**src/rtl/weight_cache_pingpong_if.sv**
```systemverilog
// Weight load stream (valid/ready) between the weight loader and weight_cache_pingpong.
// The loader uses the master modport and the cache uses the slave modport.
interface weight_cache_pingpong_if #(
    parameter int unsigned DW = 8
);
    logic          wr_valid;
    logic          wr_ready;
    logic [DW-1:0] wr_data;

    modport master (
        output wr_valid,
        output wr_data,
        input  wr_ready
    );

    modport slave (
        input  wr_valid,
        input  wr_data,
        output wr_ready
    );
endinterface

```
**src/rtl/weight_cache_pingpong.sv**
```systemverilog
// Double-buffered N x N weight cache: a row-major stream fills the shadow bank while
// fix_b serves the active bank. Optional macro WCACHE_AUTO_SWAP_EN swaps as soon as the shadow bank is full.
module weight_cache_pingpong #(
    parameter int unsigned N  = 3,
    parameter int unsigned DW = 8,
    parameter int unsigned CW = $clog2(N*N+1)
) (
    input  logic                clk,
    input  logic                rst,
    weight_cache_pingpong_if.slave wr,
    input  logic                load_clr,
    input  logic                swap_req,
    input  logic                hold,
    output logic [N*N*DW-1:0]   fix_b,
    output logic                shadow_full,
    output logic                active_valid,
    output logic [CW-1:0]       load_cnt
);
    localparam int unsigned NN = N * N;

    typedef enum logic {StLoad, StFull} state_e;

    state_e                 state_q, state_d;
    logic                   bank_sel_q, bank_sel_d;
    logic                   active_valid_q, active_valid_d;
    logic [CW-1:0]          load_cnt_q, load_cnt_d;
    logic [NN-1:0][DW-1:0]  bank0_q, bank1_q;

    logic wr_fire;
    logic swap_en;
    logic swap_go;

`ifdef WCACHE_AUTO_SWAP_EN
    // swap_req stays on the port but never gates the swap in this build.
    assign swap_en = swap_req | 1'b1;
`else
    assign swap_en = swap_req;
`endif

    assign swap_go = (state_q == StFull) && swap_en && !hold;
    assign wr_fire = (state_q == StLoad) && wr.wr_valid && !load_clr;

    always_comb begin
        state_d        = state_q;
        bank_sel_d     = bank_sel_q;
        active_valid_d = active_valid_q;
        load_cnt_d     = load_cnt_q;
        if (load_clr) begin
            load_cnt_d = '0;
            state_d    = StLoad;
        end else if (swap_go) begin
            bank_sel_d     = ~bank_sel_q;
            active_valid_d = 1'b1;
            load_cnt_d     = '0;
            state_d        = StLoad;
        end else if (wr_fire) begin
            load_cnt_d = load_cnt_q + CW'(1);
            if (load_cnt_q == CW'(NN - 1)) begin
                state_d = StFull;
            end
        end
    end

    always_ff @(posedge clk) begin
        if (rst) begin
            state_q        <= StLoad;
            bank_sel_q     <= 1'b0;
            active_valid_q <= 1'b0;
            load_cnt_q     <= '0;
            bank0_q        <= '0;
            bank1_q        <= '0;
        end else begin
            state_q        <= state_d;
            bank_sel_q     <= bank_sel_d;
            active_valid_q <= active_valid_d;
            load_cnt_q     <= load_cnt_d;
            // Only the shadow bank (the one not selected) is ever written.
            for (int unsigned i = 0; i < NN; i++) begin
                if (wr_fire && (load_cnt_q == CW'(i))) begin
                    if (bank_sel_q) begin
                        bank0_q[i] <= wr.wr_data;
                    end else begin
                        bank1_q[i] <= wr.wr_data;
                    end
                end
            end
        end
    end

    assign wr.wr_ready   = (state_q == StLoad);
    assign shadow_full   = (state_q == StFull);
    assign active_valid  = active_valid_q;
    assign load_cnt      = load_cnt_q;
    assign fix_b         = bank_sel_q ? bank1_q : bank0_q;
endmodule

```
**src/flat_wrapper.sv**
```systemverilog
// flat-port wrapper written by rule: the top's interface ports become plain ports
module weight_cache_pingpong_flat 
#(
    parameter int unsigned N  = 3,
    parameter int unsigned DW = 8,
    parameter int unsigned CW = $clog2(N*N+1)
)
  (clk, rst, load_clr, swap_req, hold, fix_b, shadow_full, active_valid, load_cnt, wr_wr_valid, wr_wr_data, wr_wr_ready);
  weight_cache_pingpong_if #(.DW(DW)) wr_i ();
  input  logic clk;
  input  logic rst;
  input  logic load_clr;
  input  logic swap_req;
  input  logic hold;
  output logic [N*N*DW-1:0] fix_b;
  output logic shadow_full;
  output logic active_valid;
  output logic [CW-1:0] load_cnt;
  input wire logic [$bits(wr_i.wr_valid)-1:0] wr_wr_valid;
  input wire logic [$bits(wr_i.wr_data)-1:0] wr_wr_data;
  output wire logic [$bits(wr_i.wr_ready)-1:0] wr_wr_ready;
  assign wr_i.wr_valid = wr_wr_valid;
  assign wr_i.wr_data = wr_wr_data;
  assign wr_wr_ready = wr_i.wr_ready;
  weight_cache_pingpong #(.N(N), .DW(DW), .CW(CW)) u_core (.clk(clk), .rst(rst), .wr(wr_i), .load_clr(load_clr), .swap_req(swap_req), .hold(hold), .fix_b(fix_b), .shadow_full(shadow_full), .active_valid(active_valid), .load_cnt(load_cnt));
endmodule
```
**config.mk**
```make
export PLATFORM = sky130hd
export DESIGN_NAME = weight_cache_pingpong_flat
export DESIGN_NICKNAME = d
export VERILOG_FILES = /design/src/rtl/weight_cache_pingpong_if.sv /design/src/rtl/weight_cache_pingpong.sv /design/src/flat_wrapper.sv
export SDC_FILE = /design/constraint.sdc
export NUM_CORES = 1
export LEC_CHECK = 0
export CORE_ASPECT_RATIO = 1.5
export CORE_MARGIN = 4
export CORE_UTILIZATION = 50
export CTS_CLUSTER_DIAMETER = 60
export DETAILED_ROUTE_END_ITERATION = 10
export PLACE_DENSITY = 0.73
export SYNTH_ARGS = -nofsm -noshare
export SYNTH_HDL_FRONTEND = slang
export SYNTH_SLANG_ARGS = --single-unit
```
**constraint.sdc**
```tcl
create_clock -name clk -period 2.75 [get_ports clk]
set_clock_uncertainty 0.15 [all_clocks]
set_input_delay 0.55 -clock clk [delete_from_list [all_inputs] [get_ports clk]]
set_output_delay 0.55 -clock clk [all_outputs]
set_load 0.02 [all_outputs]
```
[Yosys cells after proc, flatten, opt, wreduce, memory -nomap -nowiden]
Index checks and enable logic that the tools add are counted.
W data, S select, Z words.
Cells by class
  $add $sub $neg: 1
  equal/unequal tests: 8
  mux-type cells: 1
  bitwise operators: 3
  reduce and logical (&&, ||, !) cells: 37
Operators with widths (number)
  $mux W72: 1
  $reduce_and A2 Y1: 20
  $eq A4 B3 Y1 const B: 4
  $logic_and A1 B1 Y1: 13
  $eq A4 B2 Y1 const B: 2
  $add A4 B1 Y4 const B: 1
  $eq A4 B1 Y1 const B: 1
  $eq A4 B4 Y1 const B: 1
  $logic_not A4 Y1: 1
  $not A1 Y1: 3
  $reduce_or A3 Y1: 1
  $logic_not A1 Y1: 2
Word-level totals
  input bits: 14
  logic and storage cells: 72
  bits in registers: 151

[Depth between registers and ports, before layout]
  depth after elaboration: 5
  depth in mapped cells: 6
  gate-level depth less buffers: 5

[Worst setup path after synthesis]
Ideal clock, no wire load.
  kind: register to output
  from: register u_core.bank_sel_q
  to: output fix_b[62]
  arrival: 1.275 ns
  slack: 0.775 ns
  stages on the path, launching flop included: 4
  buffers on the path: 2
  data required time: 2.050 ns
  path through: dfxtp_1 -> buf_2 -> buf_2 -> mux2_2
Between the ends
  longest elaborated chain between the ends: 1
RTL lines
  start: declaration: RTL line weight_cache_pingpong.sv:24  | logic bank_sel_q, bank_sel_d;
  start signal: assignment: RTL line weight_cache_pingpong.sv:74  | bank_sel_q <= bank_sel_d;
  $mux W72: RTL line weight_cache_pingpong.sv:94  | assign fix_b = bank_sel_q ? bank1_q : bank0_q;
  end: declaration: RTL line flat_wrapper.sv:15  | output logic [N*N*DW-1:0] fix_b;
No other way between the ends.

[Worst setup path after layout]
  from: register u_core.bank_sel_q
  to: output fix_b[70]
The elaborated chain is that of the path after synthesis.

==> key figures <==
Run status
  • Status: finished, final reports clean

Cells and area
  • Core Util, Final: 63.3%
  • Layout cells sized above 1: 20.1%
  • Final cell count without fillers: 878
  • Area delta synth->final: 22.6%
  • Final nets: 721
  • Diode count: 0

Global routing
  • GRT Util Overall: 20.3%
  • Initial antenna violation count: 0
  • Vias in the first global route: 5013
  • Largest net degree at the start of global routing: 75
  • First-pass GRT wire length: 26.1 mm
  • Grt total ovfl: 0

Timing
  • Period minus WS final: 2.69 ns
  • Final period util: 97.9%
  • Worst Slack Setup Final: 0.0570 ns
  • Sum Neg Setup Slack: 0 ns
  • Max-slew headroom at the worst pin: 46.9%
  • RSZ-0062 raised after global routing: false
  • Worst-Margin Slew: 0.797 ns
  • Hold Fails Final Rpt: 0
  • F_max: 371 MHz
  • Setup-failing EPs final: 0
  • Max-slew violation count: 0

Worst setup path
  • CP Max Fanout: 12
  • Crit path capture type: output pin
  • Worst path arrival time: 1.99 ns
  • CP required: 2.05 ns
  • Critical path's top delay family: buffers and inverters
  • CP max stage cell: clkdlybuf4s50_1
  • Setup CP Type: reg2out
  • Worst Path Buf+Inv: 2
  • CP cell instances: buf_4, mux2_2, clkdlybuf4s50_1
  • Crit start category: flop
  • Slowest stage delay, CP: 0.55 ns

Yosys
  • Yosys top cell by area: dfxtp_1
  • Post-synthesis mux area share: 32.1%
  • Syn nets: 643
  • Register area share after synthesis: 42.8%
  • Synthesized instance count: 625
  • Top-count cell post-synth: nand2b_1
  • Syn. warnings: 0
  • Share of the synthesized area in the top cell type: 42.8%
  • Synth unique cells: 35
  • Post-synth EDFFs: 0
  • Commonest cells post-synth: nand2b_1, dfxtp_1, mux2i_1, mux2_2, clkbuf_1
  • Simple-Gate Fraction of Synth Area: 19.7%
  • Largest family of logic cells by synthesized area: multiplexers
  • Post-Synth Adder-Cell Area: 0.709%
  • Ranking of synthesized cells by area: dfxtp_1, mux2i_1, nand2b_1, mux2_2, nand3_4
  • Yosys reg bits: 151
  • Mean post-synth cell area: 11.3 sq um
  • Syn Std Cell Area: 7060 sq um
  • Synth Area in Compound Gates: 0.355%
  • XOR/XNOR Fraction of Synth Area: 0.372%
  • Top_reg_cell synth: dfxtp_1
  • Ys async rst share: 0%

Routing
  • Met1 Wirelength: 6.86 mm
  • Via density: 5.37
  • Uppermost layer routed: met4
  • 1st-pass router iterations: 5
  • DR WL/cell: 18.4 microns
  • Initial drt markers: 124
  • Final WL: 16.1 mm
  • ANT nets after route: 0
  • Total number of vias: 4717
  • Met2 wire len: 8.63 mm
  • DRC: 0
  • Metal3 WL: 322 microns

Clocking
  • CTS tree: yes
  • H-tree depth: 4
  • # hold bufs at CTS: 0
  • Max Root-Sink Buffers: 2
  • Root buffer cell: clkbuf_16
  • Worst-path clk slew: 0.06 ns
  • CTS Buf Count: 17
  • Sink Count: 151
  • Worst-Skew Late Latency: 0.41 ns

Power and ir drop
  • Peak supply drop: 0.000302 V
  • Pwr dens: 524 nW/um^2
  • Leakage: 4.05 nW

Floorplan
  • Total die area: 16100 sq um
  • Die Span Y: 153 microns
  • Core Area: 13700 sq um
  • Die W: 105 microns
  • Starting Density: 51.6%
  • Row count: 52
  • # IOs: 93

Place
  • Port buffer count: 92
  • Place WS: 0.210 ns
  • Final HPWL DP: 10.5 mm
  • Placed Cells: 844
  • Placer Congestion: 0.758

Run
  • Max cap viols: 0

Hold path
  • Hold Path Class: reg2reg
==> stage by stage <==
step	hold slack, ns	area (sq um)	power (mW)
after detailed placement	0.311	8070	2.43
final	0.323	8650	4.54
after CTS	0.327	8650	4.59
after global placement	0.304	8070	2.43
after floorplan	0.295	7060	2.37
after global routing	0.345	8650	4.70
==> report_power, final <==
group / leakage, nW / internal [mW] / total, mW / switching [mW]
clock: 0.258 / 1.25 / 2.15 / 0.898
sequential: 1.22 / 2.19 / 2.20 / 0.00474
combinational: 2.58 / 0.0821 / 0.184 / 0.102
==> layout by cell type, fill, tap and decap left out, types with 3 or more instances in the layout <==
master             n
nand3_2            3
nor2_1             8
clkbuf_16         17
ha_1               4
clkbuf_8           4
inv_1              5
mux2_2            72
buf_4             13
buf_12             3
dlygate4sd2_1     15
nand3_4           10
clkinvlp_4         5
mux2i_1          145
clkdlybuf4s50_1   76
dfxtp_1          150
xnor2_1            3
nand2b_1         152
==> worst register-to-register path, stage by stage (launching register included) <==
cell and delay, ns:
dfxtp_4 0.41, bufbuf_16 0.33, nor2b_1 0.44, buf_4 0.26
nand3_4 0.18, mux2i_1 0.18
==> registers in the layout, summed over array words and instances (netlist names) <==
name                 count
u_core.bank_sel_q        1
u_core.active_valid      1
u_core.bank0_q          72
u_core.shadow_full       1
u_core.bank1_q          72
u_core.load_cnt          4
==> area by class of cell <==
| type | instances | area, sq um |
|---|---|---|
| clock buffers | 23 | 488 |
| clock inverters | 9 | 68.8 |
| fillers | 1100 | 5010 |
| inverters | 5 | 18.8 |
| multi-input cells | 419 | 3760 |
| flip-flops and latches | 151 | 3030 |
| well taps | 162 | 203 |
| repair buffers | 109 | 1090 |
==> layer usage <==
metal	vias to the layer above	global-route usage, %
li1	2274	-
met3	16	3.59
met5	-	0
met1	2355	23.5
met2	72	36.9
met4	0	7.63
==> logic make-up (layout without fill, tap and decap cells) <==
logic type | count (synthesis) | in the layout
muxes | 217 | 217
DFF | 151 | 151
and+or+nand+nor | 191 | 191
xor gates and xnor gates | 3 | 3
buffers and inverters | 55 | 146
AOI/OAI and AO/OA | 4 | 4
adders and majority gates | 4 | 4
==> path summary, 6_finish.rpt <==
kind                                         start  depth (start not counted)                  to  slack (ns)
worst max-delay path             u_core.bank_sel_q                          3           fix_b[70]        0.06
worst min-delay path            u_core.bank1_q[20]                          2  u_core.bank1_q[20]        0.32
worst max register to register   u_core.bank_sel_q                          5  u_core.bank0_q[31]        0.64
worst min register to register  u_core.bank1_q[20]                          2  u_core.bank1_q[20]        0.32
==> repair_timing <==
item	4_1_cts	5_1_grt
gates resized for setup	15	0
setup buffers	1	0
setup endpoints to repair	48	0
endpoints found under the hold margin	0	0
Power figures use the tool's default switching activity.
